$ cat config.mk
export PLATFORM = sky130hd
export DESIGN_NAME = process_scheduler
export DESIGN_NICKNAME = d
export VERILOG_FILES = /design/src/rtl/sched_pkg.sv /design/src/rtl/process_scheduler_rr_pick.sv /design/src/rtl/process_scheduler.sv
export SDC_FILE = /design/constraint.sdc
export NUM_CORES = 1
export LEC_CHECK = 0
export ABC_AREA = 1
export BUFFER_PORTS_ARGS = -buffer_cell sky130_fd_sc_hd__buf_2
export CAP_MARGIN = 20
export CORE_ASPECT_RATIO = 1.4
export CORE_MARGIN = 5
export CORE_UTILIZATION = 41
export DETAILED_ROUTE_END_ITERATION = 10
export GPL_TIMING_DRIVEN = 0
export PLACE_DENSITY = 0.68
export SYNTH_ARGS = -nofsm -noshare
export SYNTH_HDL_FRONTEND = slang
export SYNTH_SLANG_ARGS = --single-unit
$ cat constraint.sdc
create_clock -name clk -period 10.7 [get_ports clk]
set_clock_uncertainty 0.1 [all_clocks]
set_input_delay 1.605 -clock clk [delete_from_list [all_inputs] [get_ports clk]]
set_output_delay 1.605 -clock clk [all_outputs]
set_load 0.01 [all_outputs]
$ cat src/rtl/sched_pkg.sv
// Shared types and default sizing for the hardware process scheduler.
package sched_pkg;

    localparam int NPROC_DEFAULT  = 8;
    localparam int PROC_W_DEFAULT = 3;

    typedef enum logic [1:0] {
        SLOT_FREE    = 2'd0,
        SLOT_READY   = 2'd1,
        SLOT_BLOCKED = 2'd2,
        SLOT_RUNNING = 2'd3
    } slot_state_t;

    typedef enum logic [2:0] {
        ST_IDLE   = 3'd0,
        ST_RUN    = 3'd1,
        ST_SAVE   = 3'd2,
        ST_SELECT = 3'd3,
        ST_LOAD   = 3'd4
    } fsm_t;

endpackage

$ cat src/rtl/process_scheduler_rr_pick.sv
// Rotating-priority finder: first set bit of ready_mask at or after start_idx, wrapping.
module rr_pick #(
    parameter int NPROC  = 8,
    parameter int PROC_W = 3
) (
    input  logic [NPROC-1:0]  ready_mask,
    input  logic [PROC_W-1:0] start_idx,
    output logic              found,
    output logic [PROC_W-1:0] idx
);

    logic [PROC_W-1:0] cand_s;

    // Scan from the farthest offset down so the nearest ready slot wins.
    always_comb begin
        found  = 1'b0;
        idx    = start_idx;
        cand_s = start_idx;
        for (int i = NPROC - 1; i >= 0; i--) begin
            cand_s = start_idx + PROC_W'(i);
            if (ready_mask[cand_s]) begin
                found = 1'b1;
                idx   = cand_s;
            end else begin
                found = found;
            end
        end
    end

endmodule

$ cat src/rtl/process_scheduler.sv
// Round-robin hardware process scheduler: slot table, quantum counter and switch FSM.
module process_scheduler
    import sched_pkg::*;
#(
    parameter int NPROC   = NPROC_DEFAULT,
    parameter int PROC_W  = PROC_W_DEFAULT,
    parameter int PC_W    = 32,
    parameter int QUANTUM = 16
) (
    input  logic              clk,
    input  logic              reset,
    input  logic              enable,
    input  logic              retire,
    input  logic [PC_W-1:0]   pc_in,
    input  logic              create_valid,
    input  logic [PROC_W-1:0] create_id,
    input  logic [PC_W-1:0]   create_pc,
    input  logic              proc_end,
    input  logic              io_block,
    input  logic              io_done_valid,
    input  logic [PROC_W-1:0] io_done_id,
    output logic              hold,
    output logic              switch_valid,
    output logic [PC_W-1:0]   next_pc,
    output logic [PROC_W-1:0] cur_proc,
    output logic              running,
    output logic              err
);

    localparam int QW = (QUANTUM > 2) ? $clog2(QUANTUM) : 1;
    localparam logic [QW-1:0] QLAST = QW'(QUANTUM - 1);

    slot_state_t       slot_state_r [NPROC];
    logic [PC_W-1:0]   saved_pc_r   [NPROC];
    fsm_t              state_r, next_state_s;
    logic [QW-1:0]     qcnt_r;
    logic [PROC_W-1:0] cur_proc_r;
    slot_state_t       save_kind_r, event_kind_s;
    logic [PC_W-1:0]   next_pc_r;
    logic              hold_r, switch_valid_r, running_r, err_r;
    logic [NPROC-1:0]  ready_s;
    logic              event_s, err_s, pick_found_s;
    logic [PROC_W-1:0] pick_idx_s;

    // Ready mask for the priority finder.
    always_comb begin
        ready_s = '0;
        for (int i = 0; i < NPROC; i++) begin
            ready_s[i] = (slot_state_r[i] == SLOT_READY);
        end
    end

    rr_pick #(.NPROC(NPROC), .PROC_W(PROC_W)) u_pick (
        .ready_mask (ready_s),
        .start_idx  (cur_proc_r + PROC_W'(1)),
        .found      (pick_found_s),
        .idx        (pick_idx_s)
    );

    // Slice-ending event detection; proc_end outranks io_block outranks expiry.
    always_comb begin
        event_s      = 1'b0;
        event_kind_s = SLOT_READY;
        if (state_r == ST_RUN && retire) begin
            event_s = proc_end || io_block || (qcnt_r == QLAST);
        end else begin
            event_s = 1'b0;
        end
        if (proc_end) begin
            event_kind_s = SLOT_FREE;
        end else if (io_block) begin
            event_kind_s = SLOT_BLOCKED;
        end else begin
            event_kind_s = SLOT_READY;
        end
    end

    // Illegal external commands: create to a non-FREE slot, io_done to a non-BLOCKED slot.
    always_comb begin
        err_s = 1'b0;
        if (create_valid && slot_state_r[create_id] != SLOT_FREE) begin
            err_s = 1'b1;
        end else begin
            err_s = 1'b0;
        end
        if (io_done_valid && slot_state_r[io_done_id] != SLOT_BLOCKED) begin
            err_s = 1'b1;
        end else begin
            err_s = err_s;
        end
    end

    // Next-state logic for the switch sequence.
    always_comb begin
        next_state_s = state_r;
        case (state_r)
            ST_IDLE:   if (enable && (|ready_s)) next_state_s = ST_SELECT; else next_state_s = ST_IDLE;
            ST_RUN:    if (event_s) next_state_s = ST_SAVE; else next_state_s = ST_RUN;
            ST_SAVE:   if (enable) next_state_s = ST_SELECT; else next_state_s = ST_IDLE;
            ST_SELECT: if (pick_found_s) next_state_s = ST_LOAD; else next_state_s = ST_IDLE;
            ST_LOAD:   next_state_s = ST_RUN;
            default:   next_state_s = ST_IDLE;
        endcase
    end

    // FSM state register.
    always_ff @(posedge clk or posedge reset) begin
        if (reset) begin
            state_r <= ST_IDLE;
        end else begin
            state_r <= next_state_s;
        end
    end

    // Registered outputs, quantum counter and selection latch.
    always_ff @(posedge clk or posedge reset) begin
        if (reset) begin
            hold_r         <= 1'b0;
            switch_valid_r <= 1'b0;
            running_r      <= 1'b0;
            err_r          <= 1'b0;
            next_pc_r      <= '0;
            cur_proc_r     <= '0;
            qcnt_r         <= '0;
            save_kind_r    <= SLOT_FREE;
        end else begin
            hold_r         <= (next_state_s == ST_SAVE) || (next_state_s == ST_SELECT);
            switch_valid_r <= (next_state_s == ST_LOAD);
            running_r      <= (next_state_s == ST_RUN);
            err_r          <= err_s;
            if (event_s) begin
                save_kind_r <= event_kind_s;
            end
            if (state_r == ST_SELECT && pick_found_s) begin
                cur_proc_r <= pick_idx_s;
                next_pc_r  <= saved_pc_r[pick_idx_s];
            end
            if (state_r == ST_LOAD || event_s) begin
                qcnt_r <= '0;
            end else if (state_r == ST_RUN && retire) begin
                qcnt_r <= qcnt_r + QW'(1);
            end
        end
    end

    // Slot table; FSM and command writes never target the same slot in one cycle.
    always_ff @(posedge clk or posedge reset) begin
        if (reset) begin
            for (int i = 0; i < NPROC; i++) begin
                slot_state_r[i] <= SLOT_FREE;
                saved_pc_r[i]   <= '0;
            end
        end else begin
            if (create_valid && slot_state_r[create_id] == SLOT_FREE) begin
                slot_state_r[create_id] <= SLOT_READY;
                saved_pc_r[create_id]   <= create_pc;
            end
            if (io_done_valid && slot_state_r[io_done_id] == SLOT_BLOCKED) begin
                slot_state_r[io_done_id] <= SLOT_READY;
            end
            if (state_r == ST_SAVE) begin
                slot_state_r[cur_proc_r] <= save_kind_r;
                saved_pc_r[cur_proc_r]   <= pc_in;
            end
            if (state_r == ST_LOAD) begin
                slot_state_r[cur_proc_r] <= SLOT_RUNNING;
            end
        end
    end

    assign hold         = hold_r;
    assign switch_valid = switch_valid_r;
    assign next_pc      = next_pc_r;
    assign cur_proc     = cur_proc_r;
    assign running      = running_r;
    assign err          = err_r;

endmodule

Word level (Yosys, flattened, before mapping)
Cells that the tools add are included.

Register bits after elaboration: 320. Input port bits: 78. Output and inout port bits: 39. Logic and storage cells: 170.

$add $sub $neg: 9. $lt $le $gt $ge: 15. Eq/ne operators: 19. Multiplexer cells: 72. Bitwise operators: 11. Reduce and logical (&&, ||, !) cells: 19.

Operators with widths (number): $bwmux W256 (2); $mux W256 (2); $demux W32 S3 (2); $mux W32 (4); $bmux W32 S3 (1); $mux W16 (4); $lt A3 B4 Y1 const B (8); $mux W3 (9); $bmux W1 S3 (8); $mux W2 (12); $mux W1 (19); $demux W2 S3 (3); $and A8 B8 Y8 (2); $bwmux W16 (1); $eq A2 B1 Y1 const B (8); $ge A4 B4 Y1 const B (4); $not A3 Y4 (4); $not A8 Y8 (2); $or A16 B16 Y16 (1); $or A8 B8 Y8 (2); $pmux W3 S5 (1); $add A3 B3 Y3 const B (4); $bmux W2 S3 (2); $eq A3 B2 Y1 const B (4); 16 further kinds (36).

Longest topological paths before layout
Depth in word-level cells: 16. Mapped depth: 25. Mapped depth without buffers: 22.

Modules after synthesis
From an unflattened synthesis, not the netlist that was laid out.

Cell total of the unflattened synthesis: 3317. Area total of the unflattened synthesis: 21687.0 µm².

Modules (own cells, without submodules): process_scheduler (instances 1, cells each 3192, area each 20956.3 µm², sequential area each 8007.7 µm²); rr_pick (instances 1, cells each 125, area each 730.7 µm², sequential area each 0.0 µm²).

Worst setup path after synthesis
OpenSTA, ideal clock, no wires.

Path type: input-to-reg. From: input port create_id[0]. To: register saved_pc_r[132] in the netlist's numbering. Setup time: 118 ps. Data arrival time: 3106 ps. Data required time: 10482 ps. Slack: 7377 ps. Cell stages on the path: 12. Buffers on the path: 2. Cell sequence: inv_2 -> nand3_1 -> a311oi_1 -> nand2_1 -> nor2_2 -> nand3_1 -> clkbuf_1 -> clkbuf_1 -> o21ai_0 -> a21oi_1 -> a21oi_1 -> inv_1.

Longest elaborated chain between the ends: 9. Elaborated cells on any way between the ends: 15. Those cells by class: order compare: 2; mux: 9; bitwise: 1; reduce/logical: 3.

RTL lines: from (decl) (RTL line process_scheduler.sv:16) `input logic [PROC_W-1:0] create_id,`; $not A3 Y4 (not written as such) (*) (RTL line process_scheduler.sv:154, process_scheduler.sv:156); $ge A4 B4 Y1 (not written as such) (tied with other cells) (RTL line process_scheduler.sv:156) `saved_pc_r[create_id] <= create_pc;`; $logic_and A1 B1 Y1 (not written as such) or $mux W2 (tied branches) (RTL line process_scheduler.sv:156, process_scheduler.sv:154); $mux W32 (not written as such) or $mux W2 (tied branches) (RTL line process_scheduler.sv:156, process_scheduler.sv:154); $demux W32 S3 or $logic_not A2 Y1 (tied branches) (RTL line process_scheduler.sv:156, process_scheduler.sv:154); $bwmux W256 or $logic_and A1 B1 Y1 (tied branches) (RTL line process_scheduler.sv:156, process_scheduler.sv:154); $mux W256 (*) (RTL line process_scheduler.sv:154) `if (create_valid && slot_state_r[create_id] == SLOT_FREE) begin`; $bwmux W256 (RTL line process_scheduler.sv:163) `saved_pc_r[cur_proc_r] <= pc_in;`; $mux W256 (*) (RTL line process_scheduler.sv:161) `if (state_r == ST_SAVE) begin`; to (signal, indexed assignment) (RTL line process_scheduler.sv:156); to (signal, indexed assignment) (RTL line process_scheduler.sv:163); to (decl) (RTL line process_scheduler.sv:34) `logic [PC_W-1:0] saved_pc_r [NPROC];`.

Mark *: on every way between the ends. The rest lies on a longest branch, timed or not. The select of a mux whose other input is x is not followed. A chain may end at the register's enable or synchronous reset.

Worst setup path after layout
From: input port create_id[0]. To: register saved_pc_r[108] in the netlist's numbering.

The elaborated chain is that of the path after synthesis.

==> impl_metrics.env <==
export IMPL_finalNetCount=2946
export IMPL_initial_core_util=0.415
export IMPL_worstReg2RegEnd="next_pc[6]"
export IMPL_cts_setup_buffers=0
export IMPL_cts_tree="built"
export IMPL_viasPerCell=5.83
export IMPL_synth_area_um2=19200
export IMPL_hold_viol=0
export IMPL_dpl_hpwl_um=56200
export IMPL_min_path_type="flip-flop to flip-flop"
export IMPL_clockBufferDepth=3
export IMPL_start_kind="primary input"
export IMPL_top_level_ports=117
export IMPL_crit_start="create_id[0]"
export IMPL_cap_violations=0
export IMPL_fin_cells=3507
export IMPL_setup_viol=0
export IMPL_ctsResizeCount=0
export IMPL_grt_pass1_vias=19500
export IMPL_drive_above_1_share=0.0966
export IMPL_die_w_um=193
export IMPL_clkSlewWorstSetupHoldPaths_ps=60
export IMPL_drt_iter0_markers=2760
export IMPL_core_area_um2=46200
export IMPL_fillers=4698
export IMPL_port_buffers=114
export IMPL_ys_ff_latch=320
export IMPL_required_ps=11020
export IMPL_num_vias=20400
export IMPL_gr_usage_all_layers=0.304
export IMPL_crit_type="primary input to flip-flop"
export IMPL_grt_pass1_wl_um=119000
export IMPL_area_growth_pct=13.6
export IMPL_totalWireLength_um=80300
export IMPL_hold_depth=2
export IMPL_reg2reg_from="cur_proc[0]"
export IMPL_r2r_slack_ps=6780
export IMPL_drt_pre_antenna_iters=8
export IMPL_cp_end_kind="flip-flop"
export IMPL_cts_buffers=34
export IMPL_gr_total_overflow=0
export IMPL_die_h_um=266
export IMPL_ys_async_sr_fraction=1.00
export IMPL_clkLatencyLatePin_ps=540
export IMPL_finalCriticalPeriod_ps=4280
export IMPL_ys_flop_type="dfrtp_1"
export IMPL_grt_setup_unrepaired="no"
export IMPL_syn_nets=2792
export IMPL_ctsHtreeMaxLevel=2
export IMPL_hp_start="next_pc[8]"
export IMPL_hold_path_end="next_pc[8]"
export IMPL_yosysUniqueCellTypes=42
export IMPL_path_max_fanout=10
export IMPL_max_freq_ghz=0.234
export IMPL_netlist_instances=2711
export IMPL_syn_avg_cell_area_um2=7.08
export IMPL_period_share=0.400
export IMPL_rows=93
export IMPL_reg2reg_depth=20
export IMPL_drc=0
export IMPL_postRouteAntennaNets=0
export IMPL_outcome="finished, final reports clean"
export IMPL_tightest_slew_ps=1040
export IMPL_die_area_um2=51300
export IMPL_wire_per_inst_um=22.9
export IMPL_layout_common_cells="inv_1, nand3_1, nand2_1"
export IMPL_antenna_found_initial=1
export IMPL_maxSlewViolCount=0
export IMPL_synth_edf_count=0
export IMPL_dp_cells=3445
export IMPL_layout_commonest_cell="inv_1"
export IMPL_grt_max_degree=126
export IMPL_ctsHoldBuffers=0
export IMPL_numClockSinks=320
export IMPL_root_buffer="clkbuf_16"
export IMPL_slew_headroom=0.310
export IMPL_cp_arrival_ps=4600
export IMPL_yosys_warnings=0
export IMPL_gp_congestion=0.978
export IMPL_ys_seq_area_frac=0.417
-- layer usage --
layer / GRT usage / vias up / share of wire / wire length [um]
li1: - / 9035 / - / -
met1: 0.372 / 9618 / 0.36 / 28700
met2: 0.496 / 1399 / 0.47 / 37500
met3: 0.0528 / 378 / 0.10 / 8080
met4: 0.190 / 0 / 0.075 / 6000
met5: 0 / - / 0 / 0
-- final cells by class --
type / count / area [um2] / area share
Buffer: 177 / 890 / 0.0408
Timing Repair Buffer: 118 / 652 / 0.0299
Sequential cell: 320 / 8010 / 0.368
Inverter: 603 / 2270 / 0.104
Multi-Input combinational cell: 1611 / 8030 / 0.369
Tap cell: 617 / 772 / 0.0354
Antenna cell: 2 / 5.00 / 0.000230
Clock inverter: 8 / 118 / 0.00540
Clock buffer: 51 / 1040 / 0.0477
-- worst max-delay path by stage --
stage / end / slack [ps] / cells past startpoint
final: saved_pc_r[108] / 6420 / 13
after global routing: saved_pc_r[114] / 6280 / 13
after CTS: saved_pc_r[107] / 6530 / 13
after detailed placement: saved_pc_r[107] / 5980 / 13
after global placement: next_pc[19] / -4000 / 2
after floorplan: cur_proc[0] / 140 / 1
-- synth_stat cells, types with 12 or more instances --
cell / n / area, um2
a21oi_1: 278 / 1390
buf_2: 57 / 285
buf_4: 14 / 105
buf_6: 12 / 135
clkbuf_1: 90 / 338
dfrtp_1: 320 / 8010
inv_1: 595 / 2230
mux2i_1: 23 / 230
nand2_1: 388 / 1460
nand3_1: 419 / 2100
nor2_1: 31 / 116
nor3_1: 15 / 75.1
o211ai_1: 67 / 503
o21ai_0: 335 / 1680
-- metrics by stage --
stage | utilization | TNS, ps | cell area [um2] | hold WS [ps] | setup slack, ps
after floorplan | - | 0 | 19200 | 375 | 139
after global placement | 0.444 | -1262820 | 20500 | 360 | -4000
after detailed placement | 0.446 | 0 | 20600 | 362 | 5980
after CTS | 0.471 | 0 | 21800 | 378 | 6530
after global routing | 0.472 | 0 | 21800 | 402 | 6280
final | 0.472 | 0 | 21800 | 377 | 6420
-- critical path: stages --
cell	delay [ps]
buf_2	170
inv_2	120
nand2_1	140
a21oi_1	70
a311oi_1	300
nand2_1	140
nor2_2	300
nand3_1	480
inv_1	280
clkbuf_1	640
o21ai_0	150
o21ai_0	120
inv_1	60
-- state kept, by name, indices dropped and copies added (netlist names) --
name	flops
hold	1
err	1
slot_state_r	16
state_r	3
saved_pc_r	256
running	1
cur_proc	3
next_pc	32
save_kind_r	2
qcnt_r	4
switch_valid	1
-- logic make-up (layout without fill, tap and decap cells) --
logic type | Yosys count | count (layout) | share of synthesized area
flip-flops | 320 | 320 | 0.417
multiplexers | 23 | 23 | 0.0120
adder cells (fa/ha/maj) | 3 | 3 | 0.00196
XOR/XNOR | 3 | 3 | 0.00215
other | 0 | 2 | 0
AND/OR/NAND/NOR | 875 | 875 | 0.205
AO/OA/AOI/OAI | 707 | 707 | 0.197
buffers and inverters | 780 | 957 | 0.164
Power is not shown: default switching activity piles up to over one toggle a cycle in this logic, so the estimate is an artifact.
